$ cat src/rtl/synth_pkg.sv
// Shared constants and types for the synth audio back end.
package synth_pkg;

  // Sample width produced by synth wave_out.
  localparam int unsigned SYNTH_BITWIDTH   = 24;
  localparam int unsigned SYNTH_SLOT_WIDTH = 32;
  localparam int unsigned SYNTH_BCLK_DIV   = 16;

  // I2S transmitter state encoding.
  typedef enum logic {
    I2S_IDLE = 1'b0,
    I2S_RUN  = 1'b1
  } i2s_state_e;

  // Slot position carrying the sample MSB for each framing format.
  localparam int unsigned I2S_STD_FIRST_POS = 1;  // standard I2S: one-BCLK delay
  localparam int unsigned I2S_LJ_FIRST_POS  = 0;  // left-justified: MSB on lrclk edge

  // Slot position of the sample MSB for the selected format.
  function automatic int unsigned i2s_first_pos(input logic left_justified);
    return left_justified ? I2S_LJ_FIRST_POS : I2S_STD_FIRST_POS;
  endfunction

endpackage

$ cat src/rtl/synth_i2s_bclk_gen.sv
// Bit-clock generator: divides clk down to BCLK and flags its edges.
// fall_tick_c/rise_tick_c are high in the cycle whose edge toggles bclk.
module synth_i2s_bclk_gen #(
  parameter int unsigned BCLK_DIV = 16
) (
  input  logic clk,
  input  logic rst,
  input  logic run,
  output logic bclk,
  output logic fall_tick_c,
  output logic rise_tick_c
);

  localparam int unsigned DIV_W = (BCLK_DIV > 1) ? $clog2(BCLK_DIV) : 1;

  logic [DIV_W-1:0] div_cnt;
  logic             term_c;

  // Terminal count of the half-period divider.
  assign term_c      = run && (div_cnt == DIV_W'(BCLK_DIV - 1));
  assign fall_tick_c = term_c && bclk;
  assign rise_tick_c = term_c && !bclk;

  // Divider and bclk toggle; held at zero while not running.
  always_ff @(posedge clk) begin
    if (rst || !run) begin
      div_cnt <= '0;
      bclk    <= 1'b0;
    end else if (term_c) begin
      div_cnt <= '0;
      bclk    <= ~bclk;
    end else begin
      div_cnt <= DIV_W'(div_cnt + 1'b1);
    end
  end

endmodule

$ cat src/rtl/synth_i2s_tx.sv
// Audio back end: requests one sample per frame from synth (aud_freq) and
// serialises it as a mono, L/R-duplicated I2S stream.
// Build option: SYNTH_I2S_TX_LEFT_JUSTIFIED_EN selects left-justified framing
// (MSB on the lrclk edge) instead of standard I2S (one-BCLK delay).
module synth_i2s_tx
  import synth_pkg::*;
#(
  parameter int unsigned BITWIDTH   = SYNTH_BITWIDTH,
  parameter int unsigned SLOT_WIDTH = SYNTH_SLOT_WIDTH,
  parameter int unsigned BCLK_DIV   = SYNTH_BCLK_DIV
) (
  input  logic                ctl_clk,
  input  logic                ctl_rst,
  input  logic                enable,
  input  logic [BITWIDTH-1:0] wave_in,
  output logic                aud_freq,
  output logic                i2s_bclk,
  output logic                i2s_lrclk,
  output logic                i2s_sdata,
  output logic                busy
);

  localparam int unsigned FRAME_BITS = 2 * SLOT_WIDTH;
  localparam int unsigned BIT_CNT_W  = $clog2(FRAME_BITS);
  localparam int unsigned IDX_W      = (BITWIDTH > 1) ? $clog2(BITWIDTH) : 1;
`ifdef SYNTH_I2S_TX_LEFT_JUSTIFIED_EN
  localparam logic        LJ_BUILD   = 1'b1;
`else
  localparam logic        LJ_BUILD   = 1'b0;
`endif
  localparam int unsigned FIRST_POS  = i2s_first_pos(LJ_BUILD);

  i2s_state_e             state, state_next;
  logic [BIT_CNT_W-1:0]   bit_cnt, bit_cnt_next, bit_inc;
  logic [BITWIDTH-1:0]    tx_sample, tx_sample_next;
  logic                   aud_freq_next, lrclk_next, sdata_next, busy_next;
  logic                   run_c, fall_tick_c, rise_tick_c;

  // Serial bit for frame position cnt of sample s (zero padding outside data).
  // A position before FIRST_POS wraps to a large offset and falls outside.
  function automatic logic slot_bit(input logic [BITWIDTH-1:0] s,
                                    input logic [BIT_CNT_W-1:0] cnt);
    logic [BIT_CNT_W-1:0] p;
    logic [BIT_CNT_W-1:0] off;
    logic [IDX_W-1:0]     idx;
    slot_bit = 1'b0;
    p   = (cnt >= BIT_CNT_W'(SLOT_WIDTH)) ? BIT_CNT_W'(cnt - BIT_CNT_W'(SLOT_WIDTH)) : cnt;
    off = BIT_CNT_W'(p - BIT_CNT_W'(FIRST_POS));
    idx = IDX_W'(IDX_W'(BITWIDTH - 1) - IDX_W'(off));
    if (off < BIT_CNT_W'(BITWIDTH)) begin
      slot_bit = s[idx];
    end
  endfunction

  assign run_c = (state == I2S_RUN);

  synth_i2s_bclk_gen #(
    .BCLK_DIV (BCLK_DIV)
  ) u_bclk_gen (
    .clk         (ctl_clk),
    .rst         (ctl_rst),
    .run         (run_c),
    .bclk        (i2s_bclk),
    .fall_tick_c (fall_tick_c),
    .rise_tick_c (rise_tick_c)
  );

  // Next-state, frame counter, sample load and serial output selection.
  always_comb begin
    state_next     = state;
    bit_cnt_next   = bit_cnt;
    tx_sample_next = tx_sample;
    aud_freq_next  = 1'b0;
    lrclk_next     = i2s_lrclk;
    sdata_next     = i2s_sdata;
    busy_next      = busy;
    bit_inc        = BIT_CNT_W'(bit_cnt + 1'b1);
    case (state)
      I2S_IDLE: begin
        bit_cnt_next = '0;
        lrclk_next   = 1'b0;
        sdata_next   = 1'b0;
        busy_next    = 1'b0;
        if (enable) begin
          state_next     = I2S_RUN;
          aud_freq_next  = 1'b1;
          tx_sample_next = wave_in;
          sdata_next     = slot_bit(wave_in, '0);
          busy_next      = 1'b1;
        end
      end
      I2S_RUN: begin
        if (fall_tick_c) begin
          if (bit_cnt == BIT_CNT_W'(FRAME_BITS - 1)) begin
            bit_cnt_next = '0;
            lrclk_next   = 1'b0;
            if (enable) begin
              aud_freq_next  = 1'b1;
              tx_sample_next = wave_in;
              sdata_next     = slot_bit(wave_in, '0);
            end else begin
              state_next = I2S_IDLE;
              sdata_next = 1'b0;
              busy_next  = 1'b0;
            end
          end else begin
            bit_cnt_next = bit_inc;
            lrclk_next   = (bit_inc >= BIT_CNT_W'(SLOT_WIDTH));
            sdata_next   = slot_bit(tx_sample, bit_inc);
          end
        end
      end
    endcase
  end

  // State and output registers.
  always_ff @(posedge ctl_clk) begin
    if (ctl_rst) begin
      state     <= I2S_IDLE;
      bit_cnt   <= '0;
      tx_sample <= '0;
      aud_freq  <= 1'b0;
      i2s_lrclk <= 1'b0;
      i2s_sdata <= 1'b0;
      busy      <= 1'b0;
    end else begin
      state     <= state_next;
      bit_cnt   <= bit_cnt_next;
      tx_sample <= tx_sample_next;
      aud_freq  <= aud_freq_next;
      i2s_lrclk <= lrclk_next;
      i2s_sdata <= sdata_next;
      busy      <= busy_next;
    end
  end

  // BCLK rising and falling strobes never coincide.
  assert property (@(posedge ctl_clk) disable iff (ctl_rst) !(fall_tick_c && rise_tick_c));

endmodule
$ cat config.mk
export PLATFORM = sky130hd
export DESIGN_NAME = synth_i2s_tx
export DESIGN_NICKNAME = d
export VERILOG_FILES = /design/src/rtl/synth_pkg.sv /design/src/rtl/synth_i2s_bclk_gen.sv /design/src/rtl/synth_i2s_tx.sv
export SDC_FILE = /design/constraint.sdc
export NUM_CORES = 1
export LEC_CHECK = 0
export CAP_MARGIN = 20
export CORE_MARGIN = 4
export CORE_UTILIZATION = 52
export CTS_CLUSTER_SIZE = 10
export DETAILED_ROUTE_END_ITERATION = 6
export PLACE_DENSITY = 0.79
export SLEW_MARGIN = 20
export SYNTH_ARGS = -nofsm -noshare
export SYNTH_HDL_FRONTEND = slang
export SYNTH_SLANG_ARGS = --single-unit
$ cat constraint.sdc
create_clock -name ctl_clk -period 2.9 [get_ports ctl_clk]
set_input_delay 0.87 -clock ctl_clk [delete_from_list [all_inputs] [get_ports ctl_clk]]
set_output_delay 0.87 -clock ctl_clk [all_outputs]
set_load 0.01 [all_outputs]
[After elaboration in Yosys (flattened, before gate mapping)]
Index checks and enable logic that the tools add are counted.
Operators by class
  add/subtract/negate cells: 5
  bitwise operators: 2
  order comparisons: 3
  muxes and demuxes: 28
  reduce and logical (&&, ||, !) cells: 7
  equal/unequal tests: 5
  multipliers: 0
  shifts and indexed selects: 0
  div/mod/pow operators: 0
Operators by type and width (number)
  24-bit 2-to-1 mux: 3
  24-bit case mux with 2 select lines: 1
  6-bit 2-to-1 mux: 3
  1-bit 2-to-1 mux: 14
  6-bit case mux with 2 select lines: 1
  1-bit case mux with 2 select lines: 5
  6-bit by 1-bit adder with 6-bit output, second input constant: 1
  6-bit equality test, second input constant: 1
  6-bit >= comparator, second input constant: 1
  5-bit by 6-bit less-than comparator with 1-bit output, second input constant: 1
  6-bit by 5-bit less-than comparator with 1-bit output, second input constant: 1
  6-bit by 1-bit subtractor with 6-bit output, second input constant: 1
  6-bit subtractor, second input constant: 1
  1-bit binary-select mux with 5-bit select: 1
  5-bit subtractor, first input constant: 1
  4-bit by 1-bit adder with 4-bit output, second input constant: 1
  4-bit equality test, second input constant: 1
  2-bit by 1-bit inequality test with 1-bit output, second input constant: 2
  3-bit AND reduction: 1
  1-bit logical AND: 2
  2-bit inequality test, second input constant: 1
  1-bit inverter: 2
  2-bit AND reduction: 1
  2-bit OR reduction: 1
  2 further kinds: 2
Storage, ports and cells
  bits in latches: 0
  input port bits: 27
  bits in registers: 40
  word-level logic and storage cells: 59
  ROM bits: 0
  memory bits (writable): 0
  output and inout bits: 5
  memories: 0

[Depth between registers and ports, before layout]
Gate-level depths: netlist of run 1.
  word-level depth: 11
  mapped depth: 10

[By module]
From an unflattened synthesis of run 1, not the netlist that was laid out.
Unflattened totals
  cells, all modules: 222
  area, all modules: 1931.9 µm²
By module, submodules not included
  synth_i2s_tx: area each 1719.1 µm², cells an instance 201, instances 1
  synth_i2s_bclk_gen: area each 212.7 µm², cells an instance 21, instances 1

[Least setup slack after synthesis of run 1]
No wires, ideal clock.
  kind: register to register
  start: register bit_cnt[1]
  end: register i2s_sdata
  data required time: 2.831 ns
  data arrival time: 1.972 ns
  stages on the path, launching flop included: 8
  setup slack: 0.859 ns
  buffers on the path: 1
  cell sequence: dfxtp_1 -> ha_1 -> buf_2 -> o211a_1 -> o31ai_1 -> xor2_1 -> mux2_2 -> o21ai_1
On the way
  longest elaborated chain between the ends: 11
  elaborated cells between the ends (all ways): 14
Ends and longest elaborated chain
  start: declaration: RTL line synth_i2s_tx.sv:34  | logic [BIT_CNT_W-1:0] bit_cnt, bit_cnt_next, bit_inc;
  start signal: assignment: RTL line synth_i2s_tx.sv:128  | bit_cnt <= bit_cnt_next;
  6-bit by 1-bit adder with 6-bit output: RTL line synth_i2s_tx.sv:77  | bit_inc = BIT_CNT_W'(bit_cnt + 1'b1);
  6-bit subtractor or 6-bit >= comparator (tied branches): RTL line synth_i2s_tx.sv:47  | p = (cnt >= BIT_CNT_W'(SLOT_WIDTH)) ? BIT_CNT_W'(cnt - BIT_CNT_W'(SLOT_WIDTH)) : cnt;
  6-bit 2-to-1 mux: RTL line synth_i2s_tx.sv:47
  6-bit by 1-bit subtractor with 6-bit output: RTL line synth_i2s_tx.sv:48  | off = BIT_CNT_W'(p - BIT_CNT_W'(FIRST_POS));
  5-bit subtractor: RTL line synth_i2s_tx.sv:49  | idx = IDX_W'(IDX_W'(BITWIDTH - 1) - IDX_W'(off));
  1-bit binary-select mux with 5-bit select: RTL line synth_i2s_tx.sv:51  | slot_bit = s[idx];
  1-bit 2-to-1 mux (not written as such): RTL line synth_i2s_tx.sv:51
  1-bit 2-to-1 mux: RTL line synth_i2s_tx.sv:50  | if (off < BIT_CNT_W'(BITWIDTH)) begin
  1-bit 2-to-1 mux *: RTL line synth_i2s_tx.sv:94  | if (bit_cnt == BIT_CNT_W'(FRAME_BITS - 1)) begin
  1-bit 2-to-1 mux *: RTL line synth_i2s_tx.sv:93  | if (fall_tick_c) begin
  1-bit case mux with 2 select lines *: RTL line synth_i2s_tx.sv:78  | case (state)
  end signal: assignment: RTL line synth_i2s_tx.sv:132  | i2s_sdata <= sdata_next;
  end: declaration: RTL line synth_i2s_tx.sv:19  | output logic i2s_sdata,
Mark *: on every way between the ends. The rest lies on a longest branch, timed or not. The select of a mux whose other input is x is not followed.
A chain may end at the register's enable or synchronous reset.

[Final worst setup path of run 1]
Same ends and word-level chain as after synthesis.

==> reports/results.ini, run 1 <==
[critical_path]
crit_arrival_ns = 2.51
r2r_cells = 5
worst-path-buf-inv = 0
end_kind = flip-flop
timing.rr.end = i2s_sdata
r2r_setup_slack_ns = 0.64
crit_type = flip-flop to flip-flop
cp-start-kind = flip-flop
path_depth = 5
slowest_delay_ns = 0.63
critPathTopFamily = multiplexers
crit_slowest_cell = ha_1
crit_required_ns = 3.15
crit_start = bit_cnt[1]
worstPathMaxFanout = 11
path_cells = ha_1 -> mux4_2 -> mux2_2 -> a41oi_1 -> o21ai_1
endpoint = i2s_sdata
reg2reg_from = bit_cnt[1]

[final_layout]
seqCellArea_sq_um = 801
num-fill-cells = 292
multi_input_area_sq_um = 970
area_growth_pct = 20.6
drive_above_1_share_pct = 9.05
diodes = 0
fin_nets = 272

[synth]
syn_area_per_cell_sq_um = 8.73
ys_seq_area_share_pct = 42.7
ys_ff_latch = 40
syn-num-nets = 245
netlist_instances = 215
netlist_area_sq_um = 1880
yosysWarnings = 0
synthDistinctLibCells = 39

[placement]
portBuffers = 31
dp_slack_ns = 0.663
dpl.hpwl_mm = 2.48
gp_congestion = 0.920

[die]
pin_count = 32
die_h_microns = 68.1
rows = 21
die-area_sq_um = 4630
initial_utilization_pct = 54.9
die_w_microns = 68.1
core_area_sq_um = 3420

[sta]
worst_pin_slew_ns = 0.501
rsz0062_at_grt = no
finalSetupViolCount = 0
fmaxAchievable_mhz = 442
hold_viol_final = 0
slew_viol_final = 0
fin_crit_ns = 2.26
finalClockSkew_ns = 0.00638
tns_ns = 0
finalCritPeriodShare_pct = 78.0
max-slew-margin-rel_pct = 66.6
setup_ws_ns = 0.639

[global_route]
grt_pass1_wl_mm = 6.13
antenna_found_initial = 0
track_usage_pct = 17.5
grt_pass1_vias = 1435
grt_max_degree = 36
grt_overflow = 0

[power]
leakagePower_uw = 0.000859
power_frac_clock_pct = 34.1
p_per_area_nw_per_um2 = 462
p_total_uw = 1050
internal_power_uw = 812
p_sw_uw = 234
p_sw_share_pct = 22.4
pwr-share-comb_pct = 10.0
pwr-share-seq_pct = 55.8
ir_worst_vdd_mv = 0.322

[drt]
drt-vias-per-instance = 5.18
vias = 1496
ant_nets = 0
drt_wl_total_mm = 3.48
route.detailed.drc = 0
first_pass_iters = 4
wl_per_cell_microns = 12.0
drt_iter0_drc = 115

[min_path]
min-delay-start = tx_sample[11]
hold_path.class = flip-flop to flip-flop

[clock_tree]
cts_post_setup_buffers_inserted = 0
numClockSinks = 40
clk_latency_ns = 0.35
cts_htree_levels = 2
cts_max_path_buffers = 2
clockRootBuffer = clkbuf_4
post_cts_resized = 0
tritoncts = done
clkTransAtPathRegs_ns = 0.12
cts_buffers = 5
postCtsHoldBufs = 0

[run]
cap_viol_max_count = 0

[outcome]
status = completed

-- flip-flops by register name, summed over array words and instances (netlist names) --
signal / flops
i2s_lrclk: 1
u_bclk_gen.bclk: 1
u_bclk_gen.div_cnt: 4
tx_sample: 24
aud_freq: 1
bit_cnt: 6
i2s_sdata: 1
busy: 1
run_c: 1
-- Yosys cell counts, drive strengths merged --
cell type | instances | share of area [%]
nand2 | 52 | 10
dfxtp | 40 | 43
a21oi | 30 | 8.0
nor2 | 11 | 2.2
buf | 9 | 3.5
clkbuf | 6 | 1.2
mux4 | 6 | 7.2
o21ai | 6 | 1.8
xnor2 | 6 | 2.8
inv | 5 | 1.0
xor2 | 5 | 2.3
nor3b | 4 | 1.6
ha | 3 | 2.0
mux2i | 3 | 1.6
nor3 | 3 | 0.80
a22oi | 2 | 0.80
a31oi | 2 | 0.67
and2 | 2 | 0.67
and3 | 2 | 0.67
mux2 | 2 | 1.2
nand3 | 2 | 0.80
nor4b | 2 | 0.93
or2 | 2 | 0.67
a21boi | 1 | 0.40
a41oi | 1 | 0.47
and4b | 1 | 0.53
nand2b | 1 | 0.33
nand4 | 1 | 0.67
nand4b | 1 | 0.47
nor2b | 1 | 0.33
o211a | 1 | 0.53
o31ai | 1 | 0.40
or4 | 1 | 0.40
-- logic make-up (layout without fill, tap and decap cells) --
kind of cell    Yosys count  count (layout)  share of synthesized area (%)
compound gates           44              44                           13.1
xor+xnor                 11              11                           5.13
fa+ha+maj                 3               3                           2.00
buf+inv                  20              48                           5.67
flops                    40              40                           42.7
mux                      11              11                           10.0
simple gates             86              86                           21.5
-- stage by stage --
| step | util [%] | instances | instance area, sq um | hold slack, ns |
|---|---|---|---|---|
| 4_1_cts | 66.3 | 289 | 2260 | 0.462 |
| 3_5_place_dp | 64.0 | 281 | 2190 | 0.446 |
| 3_3_place_gp | 64.0 | 281 | 2190 | 0.440 |
| 5_1_grt | 66.3 | 289 | 2260 | 0.481 |
| 2_1_floorplan | - | 215 | 1880 | 0.433 |
| 6_report | 66.3 | 289 | 2260 | 0.462 |
-- metal layers --
metal	part of all wire, %	routed length (microns)	up-vias	track usage, %
met5	0	0	-	0
met4	2.0	68	0	7.69
met3	5.6	195	8	4.93
met2	47	1620	41	28.4
met1	46	1590	660	21.6
li1	-	-	787	-
-- worst register-to-register path, stage by stage, from the launching register on --
cell and delay [ns]:
dfxtp_1 0.40, ha_1 0.63, mux4_2 0.56, mux2_2 0.29, a41oi_1 0.20, o21ai_1 0.08
-- layout by cell type (no fill, tap or decap), types with 3 or more instances in the layout --
master | Yosys | layout
nand2_1 | 52 | 52
dfxtp_1 | 40 | 40
clkdlybuf4s50_1 | 0 | 31
a21oi_1 | 30 | 30
nor2_1 | 11 | 11
xnor2_1 | 6 | 6
mux4_2 | 6 | 6
inv_1 | 5 | 5
xor2_1 | 5 | 5
clkbuf_4 | 0 | 5
nor3b_1 | 4 | 4
buf_4 | 1 | 4
o21ai_0 | 3 | 3
mux2i_1 | 3 | 3
nor3_1 | 3 | 3
ha_1 | 3 | 3
-- cell type report --
class,instances,area share [%]
clock buffer,6,1.82
sequential,40,35.4
clock inverter,2,1.55
inverter,5,0.829
tap,46,2.54
multi-input combinational,155,42.8
timing repair buffer,35,15.0
-- worst min-delay path by stage --
| stage | cells past startpoint | to |
|---|---|---|
| after global routing | 2 | tx_sample[11] |
| after floorplan | 2 | tx_sample[0] |
| after detailed placement | 2 | tx_sample[12] |
| after CTS | 2 | tx_sample[12] |
| after global placement | 2 | tx_sample[16] |
| final | 2 | tx_sample[11] |
-- power by group through the flow --
stage          Sequential (uW)  Combinational (uW)  Clock (uW)
3_5_place_dp               597                 106           0
4_1_cts                    584                 107         366
2_1_floorplan              594                59.0           0
6_report                   584                 105         357
5_1_grt                    588                 116         397
3_3_place_gp               596                 105           0
No activity file was read; power rests on OpenSTA's default activity.
==> run 2: changes to the inputs <==
==> constraint.sdc (replaced) <==
create_clock -name ctl_clk -period 2.3 [get_ports ctl_clk]
set_input_delay 0.69 -clock ctl_clk [delete_from_list [all_inputs] [get_ports ctl_clk]]
set_output_delay 0.69 -clock ctl_clk [all_outputs]
set_load 0.01 [all_outputs]
==> run 2 against run 1 <==
Non-clock buffer count is 3 higher. Setup slack got worse by 0.36 ns. Critical path depth up 1. First-iteration DRC count shrank 29%. Clock power up 28%. Cell area is 1.4% higher. Power up 27%. Routed wire length rose by 3.1%. Sequential cell count unchanged. Fmax is 12% higher.
==> reports/results.ini, run 2 (same netlist as run 1, synthesis figures left out) <==
[clock_tree]
tritoncts = done  ; unchanged
numClockSinks = 40  ; unchanged
clk_latency_ns = 0.35  ; about the same
clockRootBuffer = clkbuf_4  ; unchanged
clkTransAtPathRegs_ns = 0.12  ; about the same
postCtsHoldBufs = 0  ; unchanged
cts_buffers = 5  ; unchanged
cts_max_path_buffers = 2  ; unchanged
cts_htree_levels = 2  ; unchanged

[critical_path]
end_kind = flip-flop  ; unchanged
timing.rr.end = i2s_sdata  ; unchanged
endpoint = i2s_sdata  ; unchanged
crit_start = bit_cnt[1]  ; unchanged
r2r_setup_slack_ns = 0.27  ; was 0.64 ns
worstPathMaxFanout = 9  ; was 11
cp-start-kind = flip-flop  ; unchanged
reg2reg_from = bit_cnt[1]  ; unchanged
crit_arrival_ns = 2.32  ; was 2.51 ns
crit_required_ns = 2.60  ; was 3.15 ns
r2r_cells = 6  ; was 5
crit_type = flip-flop to flip-flop  ; unchanged

[sta]
finalSetupViolCount = 0  ; unchanged
hold_ws_ns = 0.461  ; was 0.462 ns
slew_viol_final = 0  ; unchanged
finalCritPeriodShare_pct = 88.1  ; was 78.0%
rsz0062_at_grt = no  ; unchanged
fin_crit_ns = 2.03  ; was 2.26 ns
setup_ws_ns = 0.275  ; was 0.639 ns
worst_pin_slew_ns = 0.432  ; was 0.501 ns
finalClockSkew_ns = 0.00561  ; was 0.00638 ns
fmaxAchievable_mhz = 494  ; was 442 MHz
max-slew-margin-rel_pct = 70.8  ; was 66.6%
hold_viol_final = 0  ; unchanged
tns_ns = 0  ; unchanged

[drt]
drt_iter0_drc = 82  ; was 115
drt_wl_total_mm = 3.58  ; was 3.48 mm
route.detailed.drc = 0  ; unchanged
wl_per_cell_microns = 12.3  ; was 12.0 microns
vias = 1557  ; was 1,496
first_pass_iters = 4  ; unchanged
ant_nets = 0  ; unchanged
drt-vias-per-instance = 5.33  ; was 5.18

[outcome]
status = completed  ; unchanged

[global_route]
antenna_found_initial = 0  ; unchanged
grt_pass1_vias = 1397  ; was 1,435
grt_max_degree = 26  ; was 36
grt_pass1_wl_mm = 6.10  ; was 6.13 mm
grt_util_met1_pct = 21.7  ; was 21.6%
top_usage_layer = met2  ; unchanged
grt_overflow = 0  ; unchanged
track_usage_pct = 17.6  ; was 17.5%
grt.met3_usage_pct = 4.93  ; unchanged
use_met2_pct = 28.8  ; was 28.4%

[run]
cap_viol_max_count = 0  ; unchanged

[die]
die_w_microns = 68.1  ; unchanged
initial_utilization_pct = 54.9  ; unchanged
rows = 21  ; unchanged
core_area_sq_um = 3420  ; unchanged
die_h_microns = 68.1  ; unchanged
pin_count = 32  ; unchanged
die-area_sq_um = 4630  ; unchanged

[final_layout]
final_cell_mix = nand2_1, dfxtp_1, clkdlybuf4s50_1  ; unchanged
drive_above_1_share_pct = 11.8  ; was 9.05%
finish.utilization_pct = 67.2  ; was 66.3%
fin_nets = 275  ; was 272
area_growth_pct = 22.3  ; was 20.6%
diodes = 0  ; unchanged
largest_reg_flops = 24  ; unchanged
max_flop_register = tx_sample  ; unchanged
reg_top3 = tx_sample: 24 flops, bit_cnt: 6 flops, u_bclk_gen.div_cnt: 4 flops  ; unchanged
final_common_cell = nand2_1  ; unchanged

[power]
ir_worst_vdd_mv = 0.424  ; was 0.322 mV
internal_power_uw = 1020  ; was 812 uW
pwr-share-comb_pct = 10.1  ; was 10.0%
leakagePower_uw = 0.000868  ; was 0.000859 uW
pwr-share-seq_pct = 55.5  ; was 55.8%
power_frac_clock_pct = 34.4  ; was 34.1%
p_per_area_nw_per_um2 = 578  ; was 462 nW/um^2
p_total_uw = 1330  ; was 1050 uW
p_sw_uw = 303  ; was 234 uW
p_sw_share_pct = 22.8  ; was 22.4%

[placement]
gp_congestion = 0.892  ; was 0.920
dp_slack_ns = 0.146  ; was 0.663 ns
dpl.hpwl_mm = 2.65  ; was 2.48 mm
portBuffers = 31  ; unchanged

[min_path]
hold_path.class = flip-flop to flip-flop  ; unchanged

==> run 2: changes by cell type in the layout (fill, tap and decap cells not counted), sizes merged <==
cell | previous run | this run
clkinvlp | 0 | 1
buf | 4 | 7
clkbuf | 6 | 5
==> run 2: worst max-delay path, cell delays in order, from the launching register on <==
cell     delay [ns]
dfxtp_2        0.42
ha_2           0.37
o211a_1        0.23
o31ai_1        0.24
xor2_1         0.23
mux2_2         0.36
o21ai_1        0.12
==> run 2: power groups by stage <==
stage	Combinational, uW	Clock [uW]	Sequential, uW
6_report	134	456	737
5_1_grt	149	497	740
4_1_cts	135	468	737
3_5_place_dp	134	0	753
3_3_place_gp	133	0	752
2_1_floorplan	74.4	0	749
==> run 2: worst min path at each step <==
| stage | from | end | slack (ns) | cells after the start |
|---|---|---|---|---|
| floorplan | tx_sample[0] | tx_sample[0] | 0.43 | 2 |
| global placement | tx_sample[16] | tx_sample[16] | 0.44 | 2 |
| detailed placement | tx_sample[16] | tx_sample[16] | 0.45 | 2 |
| CTS | tx_sample[16] | tx_sample[16] | 0.46 | 2 |
| global route | tx_sample[17] | tx_sample[17] | 0.49 | 2 |
| finish | tx_sample[8] | tx_sample[8] | 0.46 | 2 |
==> run 2: cell type report <==
class / instances / area [sq um]
Clock buffer: 5 / 37.5
Fill cell: 296 / 1120
Multi-Input combinational cell: 155 / 975
Sequential cell: 40 / 802
Inverter: 5 / 18.8
Timing Repair Buffer: 38 / 363
Tap cell: 46 / 57.6
Clock inverter: 3 / 42.5
==> run 2: what timing repair did <==
| item | in CTS | in global routing |
|---|---|---|
| setup buffers | 0 | 0 |
| endpoints found under the setup margin | 0 | 1 |
| gates resized for setup | 0 | 3 |
==> run 2: layer usage <==
layer  routed length (microns)  share of wire, %
met2                      1720                48
met4                        57               1.6
met1                      1580                44
met3                       222               6.2
met5                         0                 0
==> run 2: through the flow <==
stage          instances  area (sq um)
6_report             292          2300
5_1_grt              292          2300
4_1_cts              292          2290
3_5_place_dp         284          2210
3_3_place_gp         284          2210
2_1_floorplan        215          1880
==> run 3: changes to the inputs <==
--- a/config.mk
+++ b/config.mk
@@ -8,7 +8,7 @@
 export CAP_MARGIN = 20
 export CORE_MARGIN = 4
 export CORE_UTILIZATION = 52
-export CTS_CLUSTER_SIZE = 10
+export CTS_CLUSTER_SIZE = 12
 export DETAILED_ROUTE_END_ITERATION = 6
 export PLACE_DENSITY = 0.79
 export SLEW_MARGIN = 20
==> results of run 3 <==
The final DEF is identical to that of run 2; final timing and power are the same.
